**config.mk**
```make
export PLATFORM = sky130hd
export DESIGN_NAME = glb_buf_writer
export DESIGN_NICKNAME = d
export VERILOG_FILES = /design/src/rtl/glb_pkg.sv /design/src/rtl/glb_row_packer.sv /design/src/rtl/glb_buf_writer.sv
export SDC_FILE = /design/constraint.sdc
export NUM_CORES = 1
export LEC_CHECK = 0
export ABC_AREA = 1
export BUFFER_PORTS_ARGS = -buffer_cell sky130_fd_sc_hd__buf_2
export CORE_MARGIN = 2
export CORE_UTILIZATION = 37
export CTS_CLUSTER_SIZE = 28
export DETAILED_ROUTE_END_ITERATION = 8
export PLACE_DENSITY = 0.61
export SYNTH_ARGS = -nofsm -noshare
export SYNTH_HDL_FRONTEND = slang
export SYNTH_SLANG_ARGS = --single-unit
```
**constraint.sdc**
```tcl
create_clock -name clk -period 2.5 [get_ports clk]
set_clock_uncertainty 0.1 [all_clocks]
set_input_delay 0.125 -clock clk [delete_from_list [all_inputs] [get_ports clk]]
set_output_delay 0.125 -clock clk [all_outputs]
set_load 0.005 [all_outputs]
```
**src/rtl/glb_pkg.sv**
```systemverilog
// Shared types and width helpers for the global-buffer writer.
package glb_pkg;

    localparam int GLB_STATE_W = 2;

    typedef enum logic [GLB_STATE_W-1:0] {
        IDLE,
        WRITE,
        FLUSH,
        DONE
    } glb_wr_state_e;

    function automatic int glb_addr_w(input int size);
        return $clog2(size);
    endfunction

    function automatic int glb_cnt_w(input int size);
        return $clog2(size) + 1;
    endfunction

    function automatic int glb_idx_w(input int cols);
        return (cols > 1) ? $clog2(cols) : 1;
    endfunction

endpackage

```
**src/rtl/glb_row_packer.sv**
```systemverilog
// Collects accepted words into lane registers and presents the packed row,
// zero-padding every lane at or above the current fill index.
module glb_row_packer
    import glb_pkg::*;
#(
    parameter int DATA_WIDTH = 16,
    parameter int NUM_COL    = 8
) (
    input  logic                          clk,
    input  logic                          rstn,
    input  logic                          accept,
    input  logic [DATA_WIDTH-1:0]         data,
    input  logic                          clear,
    output logic                          row_full,
    output logic [DATA_WIDTH*NUM_COL-1:0] row_data
);

    localparam int IW = glb_idx_w(NUM_COL);
    localparam logic [IW-1:0] LAST = IW'(NUM_COL - 1);

    logic [DATA_WIDTH-1:0] lanes [NUM_COL];
    logic [IW-1:0]         idx;

    assign row_full = accept && (idx == LAST);

    always_ff @(posedge clk or negedge rstn) begin
        if (!rstn) begin
            idx <= '0;
            for (int i = 0; i < NUM_COL; i++) begin
                lanes[i] <= '0;
            end
        end else if (clear) begin
            idx <= '0;
        end else if (accept) begin
            lanes[idx] <= data;
            idx        <= (idx == LAST) ? '0 : idx + IW'(1);
        end
    end

    // The beat being accepted is merged in so a full row can be written
    // on the same edge that takes its last word.
    always_comb begin
        row_data = '0;
        for (int i = 0; i < NUM_COL; i++) begin
            if (IW'(i) < idx) begin
                row_data[i*DATA_WIDTH +: DATA_WIDTH] = lanes[i];
            end else if ((IW'(i) == idx) && accept) begin
                row_data[i*DATA_WIDTH +: DATA_WIDTH] = data;
            end
        end
    end

endmodule

```
**src/rtl/glb_buf_writer.sv**
```systemverilog
// Packs a stream of words into rows of a circular global buffer and tracks
// occupancy against reader pops. Define GLB_WR_ERR_EN for the sticky err flag.
module glb_buf_writer
    import glb_pkg::*;
#(
    parameter int DATA_WIDTH  = 16,
    parameter int NUM_COL     = 8,
    parameter int BUFFER_SIZE = 512,
    parameter int LEN_W       = 16
) (
    input  logic                           clk,
    input  logic                           rstn,
    input  logic                           cfg_start,
    input  logic [LEN_W-1:0]               cfg_len,
    input  logic [DATA_WIDTH-1:0]          s_data,
    input  logic                           s_valid,
    output logic                           s_ready,
    input  logic                           rd_pop,
    output logic                           wr_en,
    output logic [$clog2(BUFFER_SIZE)-1:0] wr_addr,
    output logic [DATA_WIDTH*NUM_COL-1:0]  wr_data,
    output logic                           rd_avail,
    output logic [$clog2(BUFFER_SIZE):0]   count,
    output logic                           busy,
    output logic                           done,
    output logic                           err
);

    localparam int AW = glb_addr_w(BUFFER_SIZE);
    localparam int CW = glb_cnt_w(BUFFER_SIZE);
    localparam int RW = DATA_WIDTH * NUM_COL;
    localparam logic [CW-1:0] FULL = CW'(BUFFER_SIZE);

    glb_wr_state_e    state;
    glb_wr_state_e    state_n;
    logic [LEN_W-1:0] remaining;
    logic [LEN_W-1:0] remaining_n;
    logic [AW-1:0]    ptr;
    logic [CW-1:0]    count_n;
    logic [RW-1:0]    row_data;
    logic             not_full;
    logic             accept;
    logic             row_full;
    logic             row_wr;
    logic             flush_wr;
    logic             pop_ok;
    logic             done_n;

    assign not_full = (count != FULL);
    assign s_ready  = (state == WRITE) && not_full;
    assign accept   = s_valid && s_ready;
    assign busy     = (state != IDLE);
    assign pop_ok   = rd_pop && (count != '0);

    glb_row_packer #(
        .DATA_WIDTH (DATA_WIDTH),
        .NUM_COL    (NUM_COL)
    ) u_packer (
        .clk      (clk),
        .rstn     (rstn),
        .accept   (accept),
        .data     (s_data),
        .clear    (flush_wr),
        .row_full (row_full),
        .row_data (row_data)
    );

    always_comb begin
        state_n     = state;
        remaining_n = remaining;
        row_wr      = 1'b0;
        flush_wr    = 1'b0;
        done_n      = 1'b0;
        unique case (state)
            IDLE: begin
                if (cfg_start) begin
                    remaining_n = cfg_len;
                    state_n     = (cfg_len == '0) ? DONE : WRITE;
                end
            end
            WRITE: begin
                if (accept) begin
                    remaining_n = remaining - LEN_W'(1);
                    row_wr      = row_full;
                    if (remaining == LEN_W'(1)) begin
                        state_n = row_full ? DONE : FLUSH;
                    end
                end
            end
            FLUSH: begin
                if (not_full) begin
                    row_wr   = 1'b1;
                    flush_wr = 1'b1;
                    state_n  = DONE;
                end
            end
            DONE: begin
                done_n  = 1'b1;
                state_n = IDLE;
            end
            default: state_n = IDLE;
        endcase
    end

    // A row write and a pop in the same cycle cancel out.
    always_comb begin
        count_n = count;
        if (row_wr && !pop_ok) begin
            count_n = count + CW'(1);
        end else if (!row_wr && pop_ok) begin
            count_n = count - CW'(1);
        end
    end

    always_ff @(posedge clk or negedge rstn) begin
        if (!rstn) begin
            state     <= IDLE;
            remaining <= '0;
        end else begin
            state     <= state_n;
            remaining <= remaining_n;
        end
    end

    always_ff @(posedge clk or negedge rstn) begin
        if (!rstn) begin
            wr_en    <= 1'b0;
            wr_addr  <= '0;
            wr_data  <= '0;
            ptr      <= '0;
            count    <= '0;
            rd_avail <= 1'b0;
            done     <= 1'b0;
        end else begin
            wr_en    <= row_wr;
            count    <= count_n;
            rd_avail <= (count_n != '0);
            done     <= done_n;
            if (row_wr) begin
                wr_addr <= ptr;
                wr_data <= row_data;
                ptr     <= ptr + AW'(1);
            end
        end
    end

`ifdef GLB_WR_ERR_EN
    logic err_q;

    always_ff @(posedge clk or negedge rstn) begin
        if (!rstn) begin
            err_q <= 1'b0;
        end else if ((rd_pop && (count == '0)) || (cfg_start && busy)) begin
            err_q <= 1'b1;
        end
    end

    assign err = err_q;
`else
    assign err = 1'b0;
`endif

endmodule
```
==> out/metrics.cfg, run 1 <==
[power_and_ir_drop]
p_seq_share_pct=39.7
ir_worst_vdd_uv=704
power.internal_mw=11.7
power_density_nw_per_um2=1130
p_clk_share_pct=27.4
swShare_pct=36.7
switchingPower_mw=6.76
leakage_nw=8.01
combPwrFrac_pct=32.9

[finish]
nets=1785
synthToLayoutAreaGrowth_pct=23.2
layout_commonest_cell=nand2_1
multi_input_area_um2=5110
nFillCells=3462
drive_above_1_share_pct=19.4
final_cell_mix=329 x nand2_1, 292 x dfrtp_1, 187 x buf_2, 170 x o21ai_0, 158 x a21oi_1
final-seq-area_um2=7310
diodes=0

[detailed_routing]
ant_nets=0
wl_per_cell_um=17.4
drc=0
drt_iter0_drc=848
avgViaCountPerCell=5.11
vias=11300
dr.pass1.iters=5
wirelength_um=38500

[cts]
worstSkewPairLatency_ps=510
cts.sinks=292
cts_root_buf=clkbuf_16
clk_path_buf_depth=3
h-tree-depth=2
clkSlewWorstSetupHoldPaths_ps=60
tritoncts=yes
numCtsBuffers=35

[floorplanning]
start_util_pct=37.5
die_w_um=193
coreArea_um2=35400
io_pins=190
row_count=69
die_area_um2=37400
die_y_um=193

[critical_path]
crit_path_end_kind=flop
worstPathArrival_ps=2600
crit_family=simple AND/OR/NAND/NOR gates
r2r_end=wr_data[62]
path_depth=11
crit_buf_inv=3
worstRegToRegCells=11
rrSetupSlack_ps=180
endpoint=wr_data[62]
crit_top_cell=nand2_2
crit_start=count[1]
path_class=flop to flop
worstPathCellList=inv_2 > ha_4 > nand2_2 > nor2_4 > nand3_4 > nand2_2 > nand2_4 > nand2_8 > buf_4 > buf_12 > o21ai_0
worst_path_max_delay_cell=dfrtp_1
slowest_delay_ps=400
worstPathMaxFanout=72
critPathRequiredTime_ps=2780
r2r_start=count[1]
startpoint_type=flop

[timing]
rsz0062_at_grt=no
slew_headroom_pct=48.4
drv_slew=0
worstMarginPinSlew_ps=772
fin_crit_sh_pct=92.8
fin_ws_ps=181
whs_ps=-16.4
setup_tns_ps=0
fmax_mhz=431
hold_violations=1
finalCriticalPeriod_ps=2320
setup_violations=0

[logic_synthesis]
avgSynthCellArea_um2=8.71
yosysWarnings=0
yosysSeqAreaShare_pct=55.1
synth_cell_types=45
netlist_instances=1522
synth-seq-cells=292
syn_area_um2=13300
synth_fp_nets=1573

[worst_hold_path]
hp-start=rd_pop
hold_path.class=primary input to flop

[global_route]
grt_pass1_wl_um=61500
grt_pass1_vias=10800
track_usage_pct=20.4
antenna_found_initial=0
overflow=0
grt_max_degree=93

[run_status]
violations=hold timing
outcome=complete, but fails checks

[job]
cap_violations=0

[placement]
dp_hpwl_um=25200
place_congestion=0.889
pre_cts_slack_ps=166
port_buffers=188

-- logic make-up (layout without fill, tap and decap cells) --
kind of cell	count (synthesis)	after routing	share of synthesized area, %
simple gates	593	593	19.1
compound gates	410	410	16.6
flops	292	292	55.1
buf+inv	194	427	6.57
xor+xnor	16	16	1.06
fa+ha+maj	14	14	1.32
mux	2	2	0.160
other cells	1	1	0.0283
-- power by group through the flow --
stage | Sequential [mW] | Combinational, mW | Clock [mW]
final | 7.31 | 6.06 | 5.04
after global routing | 7.51 | 6.89 | 5.36
after CTS | 7.30 | 6.06 | 5.13
after detailed placement | 7.36 | 5.99 | 0
after global placement | 7.32 | 5.86 | 0
after floorplan | 7.20 | 3.83 | 0
-- repair_timing --
action                                  in CTS  in global routing
endpoints found under the setup margin       0                  4
endpoints found under the hold margin      358                  0
hold buffers                                33                  0
resized for setup                            0                  7
buffers inserted                             0                  3
-- how the worst min path moves through the flow --
stage                      end  slack (ps)  cells after the start
finish                count[9]         -20                      4
global route          count[9]          30                      4
CTS                   state[1]          10                      4
detailed placement  wr_addr[5]         0.1                      1
global placement    wr_addr[3]        -0.8                      1
floorplan             count[0]        -270                      0
-- worst reg2reg max path, cell delays in order, from the launching register on --
cell and delay (ps):
dfrtp_1 400, inv_2 100, ha_4 150, nand2_2 60
nor2_4 200, nand3_4 120, nand2_2 110, nand2_4 110
nand2_8 140, buf_4 200, buf_12 260, o21ai_0 230
-- registers in the layout, indices dropped and copies added (netlist names) --
register,cells
count,10
done,1
ptr,9
rd_avail,1
remaining,16
state,2
u_packer.idx,3
u_packer.lanes,112
wr_addr,9
wr_data,128
wr_en,1
-- area by class of cell --
cell class	instances	share of cell area [%]
clock inverter	7	0.659
timing repair buffer	272	11.3
multi-input combinational	1036	31.3
tap	461	3.53
clock buffer	51	6.22
inverter	97	2.23
sequential	292	44.7
-- per-stage QoR --
step / power, mW / utilization (%) / area, um^2 / hold WS [ps] / std cells
2_1_floorplan: 11.0 / - / 13300 / -271 / 1522
6_report: 18.4 / 46.2 / 16300 / -16.4 / 2216
3_3_place_gp: 13.2 / 41.9 / 14800 / -0.798 / 2122
5_1_grt: 19.8 / 46.2 / 16300 / 25.2 / 2216
4_1_cts: 18.5 / 46.0 / 16300 / 13.5 / 2213
3_5_place_dp: 13.4 / 41.9 / 14800 / 0.117 / 2122
-- cell usage after synthesis (all sizes together) --
master | instances | area share, %
o211ai | 2 | 0.11
a31oi | 2 | 0.21
dfrtp | 292 | 55
nand2 | 341 | 10
xnor2 | 1 | 0.066
conb | 1 | 0.028
inv | 95 | 2.7
o22ai | 11 | 0.52
nand3 | 52 | 2.2
nand4 | 12 | 0.68
a32oi | 2 | 0.13
mux2i | 1 | 0.075
or2 | 4 | 0.19
ha | 14 | 1.3
a21oi | 160 | 6.1
nor2 | 163 | 5.3
clkbuf | 49 | 1.4
mux2 | 1 | 0.085
o21a | 14 | 0.79
nor4 | 8 | 0.38
o31ai | 3 | 0.17
o221ai | 12 | 0.79
xor2 | 15 | 0.99
nor3 | 13 | 0.49
clkinv | 2 | 0.057
buf | 48 | 2.4
o21ai | 204 | 7.8
-- routing by layer --
metal  part of all wire (%)  vias up  wire length, um  GRT usage [%]
met1                     46     5501            17700           29.6
met5                      0        -                0              0
met3                    5.7       44             2210           3.54
met2                     47      333            18000           32.1
li1                       -     5437                -              -
met4                    1.6        0              624           4.47
(Power assumes the default switching activity.)
==> run 2, diff against run 1 <==
- HOLD_SLACK_MARGIN: unset -> 0.08
==> run 2 against run 1 <==
Compared with the run above: first-iteration DRC count shrank 7.5%; the run now ends clean; flip-flop and latch count unchanged; count of clock-buffer cells in the layout did not move; via count fell by 0.17%; utilization is 0.16 points higher; design area increased by 0.35%.
==> out/metrics.cfg, run 2 (same netlist as run 1, synthesis figures left out) <==
[finish]
post-route-util_pct=46.3
nFillCells=3459
top_register=wr_data
nets=1789
finalInstanceArea_um2=16400
synthToLayoutAreaGrowth_pct=23.7
largest_reg_flops=128
drive_above_1_share_pct=19.4
layout_commonest_cell=nand2_1
final_cell_mix=329 x nand2_1, 292 x dfrtp_1, 187 x buf_2, 170 x o21ai_0, 158 x a21oi_1
largestRegisters=wr_data: 128 flops, u_packer.lanes: 112 flops, remaining: 16 flops
diodes=0

[critical_path]
slowest_delay_ps=400
crit_path_end_kind=flop
critPathRequiredTime_ps=2780
crit_family=simple AND/OR/NAND/NOR gates
worst_path_max_delay_cell=dfrtp_1
crit_buf_inv=3
path_class=flop to flop
worstPathCellList=inv_2 > ha_4 > nand2_2 > nor2_4 > nand3_4 > nand2_2 > nand2_4 > nand2_8 > buf_4 > buf_12 > o21ai_0
crit_top_cell=nand2_2
worstPathMaxFanout=72
startpoint_type=flop
worstPathArrival_ps=2590

[power_and_ir_drop]
ir_worst_vdd_uv=701
fin_total_pwr_mw=18.4
leakage_nw=8.04
power_density_nw_per_um2=1120

[placement]
port_buffers=188
place_congestion=0.889
dpl_cell_area_um2=14800
dp_hpwl_um=25200

[cts]
clk_path_buf_depth=3
tritoncts=yes
cts.sinks=292
h-tree-depth=2
cts_root_buf=clkbuf_16
numCtsBuffers=35
worstSkewPairLatency_ps=520
clkSlewWorstSetupHoldPaths_ps=60

[global_route]
track_usage_pct=20.5
grt_pass1_vias=10800
antenna_found_initial=0
overflow=0
grt_max_degree=93
grt_pass1_wl_um=61700

[detailed_routing]
topRoutingLayerUsed=met4
ant_nets=0
wl_met2_um=18000
route.met3.wl_um=2400
avgViaCountPerCell=5.09
drt_iter0_drc=784
wl_per_cell_um=17.4
dr.pass1.iters=5
wl_met1_um=17700
wirelength_um=38700
drc=0
vias=11300

[floorplanning]
die_w_um=193
die_area_um2=37400
start_util_pct=37.5
row_count=69
die_y_um=193
coreArea_um2=35400
io_pins=190

[timing]
finalCriticalPeriod_ps=2310
rsz0062_at_grt=no
drv_slew=0
worstMarginPinSlew_ps=777
slew_headroom_pct=48.1
hold_violations=0
fmax_mhz=432
setup_violations=0
fin_crit_sh_pct=92.5
setup_tns_ps=0

[run_status]
outcome=complete, no violations

[worst_hold_path]
hold_path.class=primary input to asynchronous set/reset pin

[job]
cap_violations=0

==> run 2: worst paths after layout <==
check,from,to,slack (ps),depth (start not counted)
setup / recovery,count[1],wr_data[62],190,11
max in group asynchronous,rstn,wr_data[54],1790,3
setup reg to reg,count[1],wr_data[62],190,11
min in group clk,cfg_len[6],remaining[6],320,4
hold reg to reg,ptr[8],ptr[8],370,1
hold / removal,rstn,wr_addr[1],150,3
==> run 2: power breakdown <==
part	total, mW	switching, mW	leakage [nW]	internal (mW)
Combinational	6.07	3.73	3.64	2.34
Sequential	7.31	1.01	3.84	6.30
Clock	5.04	2.01	0.553	3.03
==> run 2: final cells by class <==
type / count / area, um^2 / share of cell area (%)
repair buffers: 276 / 1910 / 11.6
clock buffers: 51 / 1020 / 6.20
multi-input cells: 1036 / 5110 / 31.2
clock inverters: 7 / 108 / 0.656
well taps: 461 / 577 / 3.52
flip-flops and latches: 292 / 7310 / 44.6
inverters: 97 / 364 / 2.22
==> run 2: routing by layer <==
layer / vias up / GRT usage [%]
li1: 5444 / -
met4: 0 / 4.58
met1: 5443 / 29.7
met3: 56 / 3.59
met5: - / 0
met2: 353 / 32.2
==> run 2: metrics by stage <==
stage	std cells	hold slack [ps]	worst slack (ps)
after floorplan	1522	-271	250
after global placement	2122	-0.798	214
after detailed placement	2122	0.117	166
after CTS	2217	146	140
after global routing	2220	165	4.38
final	2220	146	187
==> run 2: worst register-to-register path, delay by kind of cell, from the launching register on <==
family	cells	cell delay, ps
AO/OA/AOI/OAI	1	230
AND/OR/NAND/NOR	6	740
flip-flops	1	400
adder cells (fa/ha/maj)	1	150
buffers and inverters	3	560
==> run 2: repair_timing <==
action	CTS	global route
resized for setup	0	7
buffers inserted	0	3
hold endpoints to repair	360	0
endpoints found under the setup margin	0	4
hold buffers	37	0
==> run 3, diff against run 2 <==
- ABC_CLOCK_PERIOD_IN_PS: unset -> 2500
- CORE_UTILIZATION: 37 -> 55
- PLACE_DENSITY: 0.61 -> 0.75
==> run 3 against run 2 <==
Compared with the run above: critical path depth is 3 higher; largest power group unchanged; non-clock buffer count rose by 8; via count grew 4.0%; worst hold slack worse by 51 ps; cell count fell by 6.1%; count of clock-buffer cells in the layout fell by 5; combinational power up 5.1%.
==> out/metrics.cfg, run 3 (same netlist as run 1, synthesis figures left out) <==
[finish]
largest_reg_flops=128
diodes=0
drive_above_1_share_pct=20.0
top_register=wr_data
final_cell_mix=329 x nand2_1, 292 x dfrtp_1, 187 x buf_2, 169 x o21ai_0, 158 x a21oi_1
largestRegisters=wr_data: 128 flops, u_packer.lanes: 112 flops, remaining: 16 flops
layout_commonest_cell=nand2_1
finalNonFillerCells=2085
post-route-util_pct=68.7
finalInstanceArea_um2=16200
nets=1795
synthToLayoutAreaGrowth_pct=22.1

[placement]
port_buffers=188
place_congestion=0.921
dp_hpwl_um=23400
dpl_cell_area_um2=14500
placed_cells=1977
pre_cts_slack_ps=17.4

[detailed_routing]
wl_per_cell_um=18.2
ant_nets=0
wirelength_um=38000
vias=11700
drt_iter0_drc=1221
dr.pass1.iters=5
avgViaCountPerCell=5.63
drc=0

[timing]
drv_slew=0
slew_headroom_pct=17.0
setup_violations=0
hold_violations=0
fin_ws_ps=80.8
finalCriticalPeriod_ps=2420
fin_crit_sh_pct=96.8
worstMarginPinSlew_ps=1240
rsz0062_at_grt=yes
fmax_mhz=413

[critical_path]
path_class=flop to flop
worstPathCellList=inv_2 > ha_4 > nand2_2 > nor2_4 > nand2_4 > o21ai_4 > nand3_4 > buf_4 > nand2_1 > inv_1 > a21oi_2 > nand2_1 > nor2_1 > nand3_1
worstPathArrival_ps=2760
r2r_start=count[0]
crit_top_cell=nand2_1
worstPathMaxFanout=7
crit_buf_inv=3
critPathRequiredTime_ps=2840
startpoint_type=flop
crit_path_end_kind=flop
slowest_delay_ps=390
crit_start=count[0]
worst_path_max_delay_cell=dfrtp_1
crit_family=simple AND/OR/NAND/NOR gates

[floorplanning]
die_y_um=159
die_w_um=159
coreArea_um2=23500
die_area_um2=25400
row_count=56
io_pins=190
start_util_pct=56.3

[global_route]
track_usage_pct=28.4
grt_pass1_vias=11100
overflow=0
grt_pass1_wl_um=58400
grt_max_degree=127
antenna_found_initial=0

[cts]
h-tree-depth=1
cts.sinks=292
clk_path_buf_depth=3
numCtsBuffers=30
worstSkewPairLatency_ps=560
clkSlewWorstSetupHoldPaths_ps=60
cts_root_buf=clkbuf_16
tritoncts=yes

[power_and_ir_drop]
leakage_nw=8.03
fin_total_pwr_mw=18.1
ir_worst_vdd_uv=625
power_density_nw_per_um2=1120

[job]
cap_violations=0

[worst_hold_path]
hold_path.class=primary input to asynchronous set/reset pin

[run_status]
outcome=complete, no violations

-- run 3: final timing paths --
path	end	slack, ps	cells after the start
hold reg to reg	ptr[7]	370	1
hold / removal	wr_data[126]	90	3
min in group clk	u_packer.lanes[105]	300	4
setup reg to reg	rd_avail	80	14
max in group asynchronous	remaining[14]	1790	3
setup / recovery	rd_avail	80	14
-- run 3: layout make-up --
cell class / count / area [um^2]
repair buffers: 284 / 1940
repair inverters: 1 / 7.51
well taps: 319 / 399
fillers: 1897 / 7360
clock buffers: 46 / 901
clock inverters: 8 / 76.3
inverters: 97 / 370
multi-input cells: 1038 / 5180
flip-flops and latches: 292 / 7310
-- run 3: routing by layer --
metal / GRT usage, % / wire, um / vias up
met3: 3.49 / 2940 / 101
met1: 40.6 / 16300 / 5614
met2: 44.4 / 17300 / 550
met4: 11.5 / 1470 / 0
li1: - / - / 5478
met5: 0 / 0 / -
-- run 3: stage by stage --
step	TNS [ps]	hold slack, ps
finish	0	94.2
global route	-58.1	114
CTS	0	95.8
detailed placement	0	-30.4
global placement	0	-33.1
floorplan	0	-271
-- run 3: report_power, final --
part,switching [mW],internal (mW)
clock,1.83,2.57
combinational,3.92,2.46
sequential,1.01,6.30
-- run 3: timing repair --
| item | CTS | global route |
|---|---|---|
| cloned | 1 | 6 |
| hold buffers | 37 | 0 |
| buffers inserted | 3 | 8 |
| endpoints found under the setup margin | 1 | 145 |
| resized for setup | 3 | 23 |
| endpoints found under the hold margin | 365 | 0 |
| pin swaps | 0 | 10 |
-- run 3: tightest hold or removal path: stages --
cell,delay (ps)
dlygate4sd3_1,560
buf_8,170
buf_16,260
